===== config.mk =====
export PLATFORM = sky130hd
export DESIGN_NAME = bm_dot_acc
export DESIGN_NICKNAME = d
export VERILOG_FILES = /design/src/rtl/bm_mac_pkg.sv /design/src/rtl/bm_booth_lane.sv /design/src/rtl/bm_dot_acc.sv
export SDC_FILE = /design/constraint.sdc
export NUM_CORES = 1
export LEC_CHECK = 0
export ABC_AREA = 1
export CORE_ASPECT_RATIO = 0.6
export CORE_MARGIN = 2
export CORE_UTILIZATION = 53
export CTS_BUF_LIST = sky130_fd_sc_hd__clkbuf_8 sky130_fd_sc_hd__clkbuf_16
export CTS_CLUSTER_DIAMETER = 200
export DETAILED_ROUTE_END_ITERATION = 7
export HOLD_SLACK_MARGIN = 0.1
export PLACE_DENSITY = 0.71
export REMOVE_ABC_BUFFERS = 1
export SETUP_SLACK_MARGIN = 0.5
export SYNTH_ARGS = -nofsm -noshare
export SYNTH_HDL_FRONTEND = slang
export SYNTH_SLANG_ARGS = --single-unit

===== constraint.sdc =====
create_clock -name clk -period 30.1 [get_ports clk]
set_input_delay 7.525 -clock clk [delete_from_list [all_inputs] [get_ports clk]]
set_output_delay 7.525 -clock clk [all_outputs]
set_load 0.005 [all_outputs]

===== src/rtl/bm_mac_pkg.sv =====
// Shared widths, Booth digit encoding and lane slicing helpers for the BM MAC datapath.
package bm_mac_pkg;

  // Radix-4 Booth digit of the recoded multiplier
  typedef enum logic [2:0] {
    BoothZero,
    BoothP1,
    BoothM1,
    BoothP2,
    BoothM2
  } booth_e;

  // Full signed product of two mantissas
  function automatic int unsigned prod_w(int unsigned mw);
    return 2 * mw;
  endfunction

  // Product after the largest possible exponent shift
  function automatic int unsigned shift_w(int unsigned mw, int unsigned ew);
    return prod_w(mw) + 2 * ((32'd1 << ew) - 32'd1);
  endfunction

  // Smallest accumulator that holds MAX_LEN beats of LANES products exactly
  function automatic int unsigned min_acc_w(int unsigned mw, int unsigned ew,
                                            int unsigned lanes, int unsigned max_len);
    return shift_w(mw, ew) + $clog2(lanes) + $clog2(max_len);
  endfunction

  // Number of radix-4 digits needed for an mw-bit two's complement multiplier
  function automatic int unsigned booth_digits(int unsigned mw);
    return (mw + 1) / 2;
  endfunction

  // LSB position of a lane inside a packed lane vector
  function automatic int unsigned lane_lsb(int unsigned lane, int unsigned w);
    return lane * w;
  endfunction

  // Triplet {b[2d+1], b[2d], b[2d-1]} to Booth digit
  function automatic booth_e booth_decode(logic [2:0] bits);
    booth_e code;
    case (bits)
      3'b001, 3'b010: code = BoothP1;
      3'b011:         code = BoothP2;
      3'b100:         code = BoothM2;
      3'b101, 3'b110: code = BoothM1;
      default:        code = BoothZero;
    endcase
    return code;
  endfunction

endpackage


===== src/rtl/bm_booth_lane.sv =====
// One lane of the dot product: radix-4 Booth recode of b, partial products of a, exponent shift.
// Negative digits are emitted one's-complemented; their +1 terms are collected in corr_o so the
// caller's carry-save tree absorbs them. All outputs are sign-extended to OW bits.
module bm_booth_lane
  import bm_mac_pkg::*;
#(
  parameter int unsigned MW = 6,
  parameter int unsigned EW = 2,
  parameter int unsigned OW = 32
) (
  input  logic [MW-1:0]                   a_i,
  input  logic [MW-1:0]                   b_i,
  input  logic [EW-1:0]                   a_exp_i,
  input  logic [EW-1:0]                   b_exp_i,
  output logic [booth_digits(MW)*OW-1:0]  pp_o,
  output logic [OW-1:0]                   corr_o
);

  localparam int unsigned NDig = booth_digits(MW);
  localparam int unsigned BW   = 2 * NDig;

  logic [BW:0]   b_pad;
  logic [EW:0]   shamt;
  logic [OW-1:0] a_ext;
  logic [OW-1:0] a_dbl;
  logic [OW-1:0] mag;
  logic [OW-1:0] pp;
  logic          neg;
  booth_e        code;

  // Recode, select multiple of a, weight by digit position and exponent sum
  always_comb begin
    b_pad  = {BW'($signed(b_i)), 1'b0};
    shamt  = {1'b0, a_exp_i} + {1'b0, b_exp_i};
    a_ext  = OW'($signed(a_i));
    a_dbl  = a_ext << 1;
    pp_o   = '0;
    corr_o = '0;
    mag    = '0;
    pp     = '0;
    neg    = 1'b0;
    code   = BoothZero;
    for (int unsigned d = 0; d < NDig; d++) begin
      code = booth_decode(b_pad[2*d +: 3]);
      unique case (code)
        BoothP1: begin mag = a_ext; neg = 1'b0; end
        BoothM1: begin mag = a_ext; neg = 1'b1; end
        BoothP2: begin mag = a_dbl; neg = 1'b0; end
        BoothM2: begin mag = a_dbl; neg = 1'b1; end
        default: begin mag = '0;    neg = 1'b0; end
      endcase
      pp = neg ? ~mag : mag;
      pp_o[d*OW +: OW] = (pp << (2 * d)) << shamt;
      // -x == ~x + 1; the +1 lands at this digit's weight after the shift
      if (neg) begin
        corr_o = corr_o | ((OW'(1) << (2 * d)) << shamt);
      end
    end
  end

endmodule


===== src/rtl/bm_dot_acc.sv =====
// Block-minifloat dot-product accumulator: three-stage pipeline (operand register, Booth/CSA
// beat reduction, exact accumulate) with valid/ready on both sides.
// Optional BM_DOT_ACC_SAT_EN: saturate the accumulator on overflow instead of wrapping.
module bm_dot_acc
  import bm_mac_pkg::*;
#(
  parameter int unsigned LANES   = 4,
  parameter int unsigned MW      = 6,
  parameter int unsigned EW      = 2,
  parameter int unsigned MAX_LEN = 256,
  parameter int unsigned ACC_W   = 32
) (
  input  logic                  clk,
  input  logic                  rst_n,
  input  logic                  in_valid,
  output logic                  in_ready,
  input  logic                  in_last,
  input  logic [LANES*MW-1:0]   a_dat,
  input  logic [LANES*MW-1:0]   b_dat,
  input  logic [LANES*EW-1:0]   a_exp,
  input  logic [LANES*EW-1:0]   b_exp,
  output logic                  out_valid,
  input  logic                  out_ready,
  output logic [ACC_W-1:0]      out_dat,
  output logic                  out_ovf
);

  localparam int unsigned NDig = booth_digits(MW);
  localparam int unsigned MinW = min_acc_w(MW, EW, LANES, MAX_LEN);
  // Beat reduction is never narrower than what one beat needs
  localparam int unsigned CsaW = (ACC_W > MinW) ? ACC_W : MinW;
  localparam int unsigned Msb  = ACC_W - 1;

  logic stall;

  // S1 state
  logic                s1_valid_q, s1_last_q;
  logic [LANES*MW-1:0] s1_a_q, s1_b_q;
  logic [LANES*EW-1:0] s1_ea_q, s1_eb_q;

  // S2 state
  logic               s2_valid_q, s2_last_q;
  logic [ACC_W-1:0]   s2_sum_q;

  // S3 state
  logic [ACC_W-1:0]   acc_q, acc_d;
  logic               ovf_q, ovf_d;
  logic               first_q, first_d;
  logic               out_valid_q, out_valid_d;
  logic [ACC_W-1:0]   out_dat_q, out_dat_d;
  logic               out_ovf_q, out_ovf_d;

  logic [LANES-1:0][NDig*CsaW-1:0] lane_pp;
  logic [LANES-1:0][CsaW-1:0]      lane_corr;
  logic [CsaW-1:0] csa_s, csa_c, csa_t, csa_x, beat_full;

  logic [ACC_W-1:0] acc_base, acc_sum, acc_new;
  logic             ovf_base, add_ovf, ovf_new;

  assign stall     = out_valid_q && !out_ready;
  assign in_ready  = !stall;
  assign out_valid = out_valid_q;
  assign out_dat   = out_dat_q;
  assign out_ovf   = out_ovf_q;

  // S1: capture accepted operands; a missing beat becomes a bubble
  always_ff @(posedge clk or negedge rst_n) begin
    if (!rst_n) begin
      s1_valid_q <= 1'b0;
      s1_last_q  <= 1'b0;
      s1_a_q     <= '0;
      s1_b_q     <= '0;
      s1_ea_q    <= '0;
      s1_eb_q    <= '0;
    end else if (!stall) begin
      s1_valid_q <= in_valid;
      s1_last_q  <= in_valid && in_last;
      if (in_valid) begin
        s1_a_q  <= a_dat;
        s1_b_q  <= b_dat;
        s1_ea_q <= a_exp;
        s1_eb_q <= b_exp;
      end
    end
  end

  for (genvar l = 0; l < LANES; l++) begin : g_lane
    bm_booth_lane #(
      .MW (MW),
      .EW (EW),
      .OW (CsaW)
    ) u_lane (
      .a_i     (s1_a_q[lane_lsb(l, MW) +: MW]),
      .b_i     (s1_b_q[lane_lsb(l, MW) +: MW]),
      .a_exp_i (s1_ea_q[lane_lsb(l, EW) +: EW]),
      .b_exp_i (s1_eb_q[lane_lsb(l, EW) +: EW]),
      .pp_o    (lane_pp[l]),
      .corr_o  (lane_corr[l])
    );
  end

  // Carry-save fold of every partial product and correction word, one final carry-propagate add
  always_comb begin
    csa_s = '0;
    csa_c = '0;
    csa_t = '0;
    csa_x = '0;
    for (int unsigned l = 0; l < LANES; l++) begin
      for (int unsigned d = 0; d <= NDig; d++) begin
        csa_x = (d < NDig) ? lane_pp[l][d*CsaW +: CsaW] : lane_corr[l];
        csa_t = csa_s ^ csa_c ^ csa_x;
        csa_c = ((csa_s & csa_c) | (csa_s & csa_x) | (csa_c & csa_x)) << 1;
        csa_s = csa_t;
      end
    end
    beat_full = csa_s + csa_c;
  end

  if (CsaW > ACC_W) begin : g_beat_trunc
    logic beat_unused;
    assign beat_unused = ^beat_full[CsaW-1:ACC_W];
  end

  // S2: register the reduced beat
  always_ff @(posedge clk or negedge rst_n) begin
    if (!rst_n) begin
      s2_valid_q <= 1'b0;
      s2_last_q  <= 1'b0;
      s2_sum_q   <= '0;
    end else if (!stall) begin
      s2_valid_q <= s1_valid_q;
      s2_last_q  <= s1_last_q;
      s2_sum_q   <= beat_full[ACC_W-1:0];
    end
  end

  // S3: accumulate, restart after a last beat, publish the result
  always_comb begin
    acc_base = first_q ? '0 : acc_q;
    ovf_base = !first_q && ovf_q;
    acc_sum  = acc_base + s2_sum_q;
    add_ovf  = (acc_base[Msb] == s2_sum_q[Msb]) && (acc_sum[Msb] != acc_base[Msb]);
`ifdef BM_DOT_ACC_SAT_EN
    // Once clamped, hold the clamp until the result leaves
    if (ovf_base) begin
      acc_new = acc_base;
    end else if (add_ovf) begin
      acc_new = acc_base[Msb] ? {1'b1, {(ACC_W-1){1'b0}}} : {1'b0, {(ACC_W-1){1'b1}}};
    end else begin
      acc_new = acc_sum;
    end
`else
    acc_new = acc_sum;
`endif
    ovf_new = ovf_base || add_ovf;

    acc_d       = acc_q;
    ovf_d       = ovf_q;
    first_d     = first_q;
    out_valid_d = out_valid_q;
    out_dat_d   = out_dat_q;
    out_ovf_d   = out_ovf_q;
    if (!stall) begin
      out_valid_d = 1'b0;
      if (s2_valid_q) begin
        acc_d   = acc_new;
        ovf_d   = ovf_new;
        first_d = s2_last_q;
        if (s2_last_q) begin
          out_valid_d = 1'b1;
          out_dat_d   = acc_new;
          out_ovf_d   = ovf_new;
        end
      end
    end
  end

  // S3 and output registers
  always_ff @(posedge clk or negedge rst_n) begin
    if (!rst_n) begin
      acc_q       <= '0;
      ovf_q       <= 1'b0;
      first_q     <= 1'b1;
      out_valid_q <= 1'b0;
      out_dat_q   <= '0;
      out_ovf_q   <= 1'b0;
    end else begin
      acc_q       <= acc_d;
      ovf_q       <= ovf_d;
      first_q     <= first_d;
      out_valid_q <= out_valid_d;
      out_dat_q   <= out_dat_d;
      out_ovf_q   <= out_ovf_d;
    end
  end

endmodule


==> impl_metrics.json, run 1 <==
{
  "ios": 104,
  "first_pass_iters": 8,
  "cts_resized": 0,
  "yosysWarnings": 0,
  "slowest_delay_ns": 0.48,
  "ys.flop_type": "dfrtp_1",
  "grt_pass1_vias": 21200,
  "min_from": "out_dat[31]",
  "cp_data_required_time_ns": 22.58,
  "via_per_inst": 5.66,
  "areaGrowthSynthToFinish_pct": 8.39,
  "post-route-period-util_pct": 55.1,
  "diodes": 0,
  "cts_max_path_buffers": 2,
  "numCtsBuffers": 17,
  "dp_cells": 4010,
  "drv_cap": 0,
  "port_buffers": 103,
  "worstHoldPathCells": 2,
  "post-route-min-period_ns": 16.59,
  "setup_tns_ns": 0,
  "critPathCaptureType": "output pin",
  "syn-instance-count": 3412,
  "ant_nets": 0,
  "ys_types": 53,
  "hold_buffers": 0,
  "core_area_mm2": 0.0447,
  "rsz0062_at_grt": "false",
  "drv_slew": 0,
  "path_cells": "clkdlybuf4s50_1 > nor2_2 > buf_4 > inv_1 > clkdlybuf4s50_1",
  "clockRootBuffer": "clkbuf_16",
  "finalHoldViolations": 0,
  "multiInputGateArea_mm2": 0.0174,
  "yosysSeqAreaShare_pct": 17.5,
  "path_buf_inv": 4,
  "arrival_ns": 9.06,
  "skew_ns": 0.0371,
  "outcome": "completed",
  "nNetsFinal": 3944,
  "cts_sinks": 168,
  "critPathLaunchType": "input pin",
  "clk_pin_slew_worst_paths_ns": 0.07,
  "grt_max_degree": 63,
  "dieWidth_um": 279,
  "wl_per_cell_um": 18.7,
  "die_h_um": 169,
  "gp_congestion": 0.997,
  "clock_latency_ns": 0.50,
  "slew-limit-headroom_pct": 33.0,
  "worst_slack_ns": 13.51,
  "routed_wl_mm": 75.7,
  "ctsHtreeMaxLevel": 4,
  "hold_class": "flop to flop",
  "nFillCells": 4228,
  "drt_iter0_drc": 2620,
  "crit_top_cell": "clkdlybuf4s50_1",
  "rrSetupSlack_ns": 17.72,
  "cts_tree": "yes",
  "timing.rr.end": "s2_sum_q[27]",
  "post-cts-setup-buffers": 0,
  "cp_max_fo": 43,
  "vias": 22900,
  "antenna_found_initial": 1,
  "reg2reg_depth": 38,
  "dp_hpwl_mm": 63.0,
  "row_count": 60,
  "syn_area_mm2": 0.0240,
  "post-place-ws_ns": 13.52,
  "start_util_pct": 53.7,
  "drive_above_1_share_pct": 3.71,
  "grt_overflow": 0,
  "synth-seq-cells": 168,
  "die-area_mm2": 0.0471,
  "grtUsageTotal_pct": 32.6,
  "post-route-drc-count": 0,
  "r2r-start": "s1_eb_q[0]",
  "grt_pass1_wl_mm": 119,
  "avgSynthCellArea_um2": 7.04,
  "synth-edff-count": 0,
  "critical_path_class": "input pin to output pin",
  "async_reset_ff_share_pct": 100,
  "cp_slowest_cell": "clkdlybuf4s50_1",
  "worst_pin_slew_ns": 1.00,
  "min_to": "out_dat[31]",
  "setup_violations": 0,
  "regArea_mm2": 0.00421,
  "critPathTopFamily": "buffers and inverters",
  "fmax_mhz": 60.3,
  "final_cell_count_no_fill": 4042
}
-- flip-flops by register name, indices dropped and copies added (netlist names), 8 cells and up --
signal / count
acc_q: 32
out_dat: 32
s2_sum_q: 32
s1_a_q: 24
s1_b_q: 24
s1_ea_q: 8
s1_eb_q: 8
-- cells by family (layout without fill, tap and decap cells) --
group | Yosys count | in the layout | share of synthesized area, %
adder cells (fa/ha/maj) | 436 | 436 | 30.6
AO/OA/AOI/OAI | 436 | 436 | 10.0
buffers and inverters | 620 | 661 | 10.2
multiplexers | 19 | 19 | 0.880
XOR/XNOR | 41 | 41 | 1.53
AND/OR/NAND/NOR | 1692 | 1692 | 29.2
flip-flops | 168 | 168 | 17.5
-- how the worst max path moves through the flow --
stage | from | end | slack [ns] | depth (start not counted)
after floorplan | out_ready | in_ready | 13.66 | 2
after global placement | out_ready | in_ready | 13.50 | 5
after detailed placement | out_ready | in_ready | 13.52 | 5
after CTS | out_ready | in_ready | 13.51 | 5
after global routing | out_ready | in_ready | 13.39 | 5
final | out_ready | in_ready | 13.51 | 5
-- worst register-to-register path, delay by kind of cell, from the launching register on --
kind | cells | cell delay (ns)
AO/OA/AOI/OAI | 1 | 0.39
AND/OR/NAND/NOR | 12 | 1.58
flip-flops | 1 | 0.38
buffers and inverters | 7 | 1.24
adder cells (fa/ha/maj) | 18 | 8.68
-- per-stage QoR --
step / hold slack (ns) / utilization, % / cell area [um2]
floorplan: 0.449 / - / 23500
global placement: 0.459 / 56.8 / 25400
detailed placement: 0.465 / 56.8 / 25400
CTS: 0.486 / 58.2 / 26000
global route: 0.503 / 58.2 / 26000
finish: 0.483 / 58.2 / 26000
-- cell type report --
class,instances,share of cell area [%]
multi-input cells,2624,66.7
flip-flops and latches,168,16.1
inverters,509,7.34
repair buffers,120,4.45
well taps,589,2.83
clock buffers,17,1.63
clock inverters,15,0.865
-- cells in the final DEF, fill, tap and decap left out, types with 17 or more instances in the layout --
cell type / count
clkdlybuf4s50_1: 102
fa_1: 254
dfrtp_1: 167
a21oi_1: 145
nor2_1: 239
o22ai_1: 20
clkbuf_16: 17
xor2_1: 18
ha_1: 181
inv_1: 488
buf_4: 17
o21ai_0: 184
xnor2_1: 22
mux2_2: 17
nand3b_1: 18
nand3_1: 323
nor3_1: 29
nand2_1: 1025
o21ai_1: 25
-- synthesized netlist by cell type (22+ instances only) --
library cell / number / share of area, %
a21oi_1: 145 / 3.0
buf_2: 32 / 0.67
clkbuf_1: 49 / 0.77
dfrtp_1: 167 / 17
fa_1: 254 / 21
ha_1: 181 / 9.4
inv_1: 488 / 7.6
nand2_1: 1026 / 16
nand3_1: 323 / 6.7
nor2_1: 239 / 3.7
nor3_1: 29 / 0.60
o21ai_0: 184 / 3.8
o21ai_1: 25 / 0.52
xnor2_1: 22 / 0.80
-- layer usage --
layer	wire length (um)	global-route usage, %	up-vias
li1	-	-	10900
met1	38900	54.0	10800
met2	25600	38.0	1100
met3	10600	13.7	58
met4	572	3.93	2
met5	13	0	-
Power of run 1 is not shown: default switching activity piles up to over one toggle a cycle in this logic, so the estimate is an artifact.
==> inputs of run 2 (changes only) <==
PLACE_DENSITY = 0.74   (was 0.71)
clock period = 13.5 ns   (was 30.1 ns; I/O delays follow)
==> impl_metrics.json, run 2 (same netlist as run 1, synthesis figures left out) <==
{
  "hold_ws_ns": 0.481,
  "min_from": "acc_q[26]",
  "ant_nets": 0,
  "port_buffers": 103,
  "routed_wl_mm": 76.9,
  "crit_top_cell": "fa_1",
  "outcome": "completed",
  "clock_latency_ns": 0.47,
  "slowest_delay_ns": 0.60,
  "wl_per_cell_um": 19.0,
  "rrSetupSlack_ns": 1.87,
  "die-area_mm2": 0.0471,
  "critPathCaptureType": "flop",
  "reg2reg_depth": 36,
  "cts_max_path_buffers": 2,
  "cts_sinks": 168,
  "hold_buffers": 0,
  "drt_iter0_drc": 3347,
  "grt_pass1_vias": 20000,
  "cp_slowest_cell": "clkinv_1",
  "fmax_mhz": 86.0,
  "hold_class": "flop to flop",
  "via_per_inst": 5.63,
  "dp_cells": 4010,
  "min_to": "acc_q[26]",
  "timing.rr.end": "s2_sum_q[23]",
  "start_util_pct": 53.7,
  "setup_tns_ns": 0,
  "final_cell_count_no_fill": 4040,
  "rsz0062_at_grt": "false",
  "arrival_ns": 12.03,
  "post-cts-setup-buffers": 0,
  "layout_common_cells": "nand2_1, inv_1, nand3_1, fa_1, nor2_1",
  "path_buf_inv": 6,
  "skew_ns": 0.0160,
  "layout_commonest_cell": "nand2_1",
  "drv_cap": 0,
  "first_pass_iters": 6,
  "post-route-period-util_pct": 86.1,
  "setup_violations": 0,
  "numCtsBuffers": 17,
  "drive_above_1_share_pct": 3.62,
  "r2r-start": "s1_eb_q[0]",
  "ios": 104,
  "grt_overflow": 0,
  "gp_congestion": 1.02,
  "die_h_um": 169,
  "clockRootBuffer": "clkbuf_16",
  "grt_pass1_wl_mm": 117,
  "finalHoldViolations": 0,
  "core_area_mm2": 0.0447,
  "areaGrowthSynthToFinish_pct": 7.97,
  "vias": 22700,
  "worstHoldPathCells": 2,
  "cp_data_required_time_ns": 13.90,
  "critPathTopFamily": "adder cells",
  "post-route-min-period_ns": 11.63,
  "ctsHtreeMaxLevel": 4,
  "grtUsageTotal_pct": 32.7,
  "drv_slew": 0,
  "slew-limit-headroom_pct": 36.3,
  "nNetsFinal": 3944,
  "critical_path_class": "flop to flop",
  "dieWidth_um": 279,
  "clk_pin_slew_worst_paths_ns": 0.08,
  "row_count": 60,
  "post-route-drc-count": 0,
  "grt_max_degree": 112,
  "cts_resized": 0,
  "diodes": 0,
  "cts_tree": "yes",
  "dp_hpwl_mm": 63.9,
  "nFillCells": 4351,
  "critPathLaunchType": "flop",
  "worst_pin_slew_ns": 0.954,
  "cp_max_fo": 26,
  "antenna_found_initial": 0
}
## run 2: area by class of cell
cell class / instances / area [um2] / share of cell area [%]
inverter: 509 / 1910 / 7.36
clock inverter: 13 / 126 / 0.487
timing repair buffer: 120 / 1160 / 4.48
clock buffer: 17 / 425 / 1.64
sequential: 168 / 4210 / 16.2
tap: 589 / 737 / 2.84
multi-input combinational: 2624 / 17400 / 67.0
## run 2: worst min-delay path, stage by stage, from the launching register on
cell	delay (ns)
dfrtp_1	0.34
nand2_1	0.05
nand2_1	0.06
## run 2: through the flow
step / setup WS, ns / cell area (um2) / util [%]
after CTS: 2.01 / 25900 / 58.0
after global placement: 2.16 / 25400 / 56.8
after floorplan: 2.82 / 23500 / -
after detailed placement: 2.06 / 25400 / 56.8
after global routing: 1.46 / 25900 / 58.0
final: 1.87 / 25900 / 58.0
## run 2: layer usage
metal	vias up	track usage (%)	share of wire [%]
met5	-	1.54	0.12
met4	2	3.48	0.59
met3	46	16.6	16
met2	1191	34.0	32
met1	10700	55.9	52
li1	10800	-	-
## run 2: how the worst max path moves through the flow
| stage | from | end | slack [ns] | cells after the start |
|---|---|---|---|---|
| floorplan | s1_eb_q[0] | s2_sum_q[20] | 2.82 | 37 |
| global placement | s1_eb_q[0] | s2_sum_q[29] | 2.16 | 36 |
| detailed placement | s1_eb_q[0] | s2_sum_q[23] | 2.06 | 36 |
| CTS | s1_eb_q[0] | s2_sum_q[27] | 2.01 | 37 |
| global route | s1_eb_q[0] | s2_sum_q[27] | 1.46 | 37 |
| finish | s1_eb_q[0] | s2_sum_q[23] | 1.87 | 36 |
Power of run 2 is left out for the same reason.
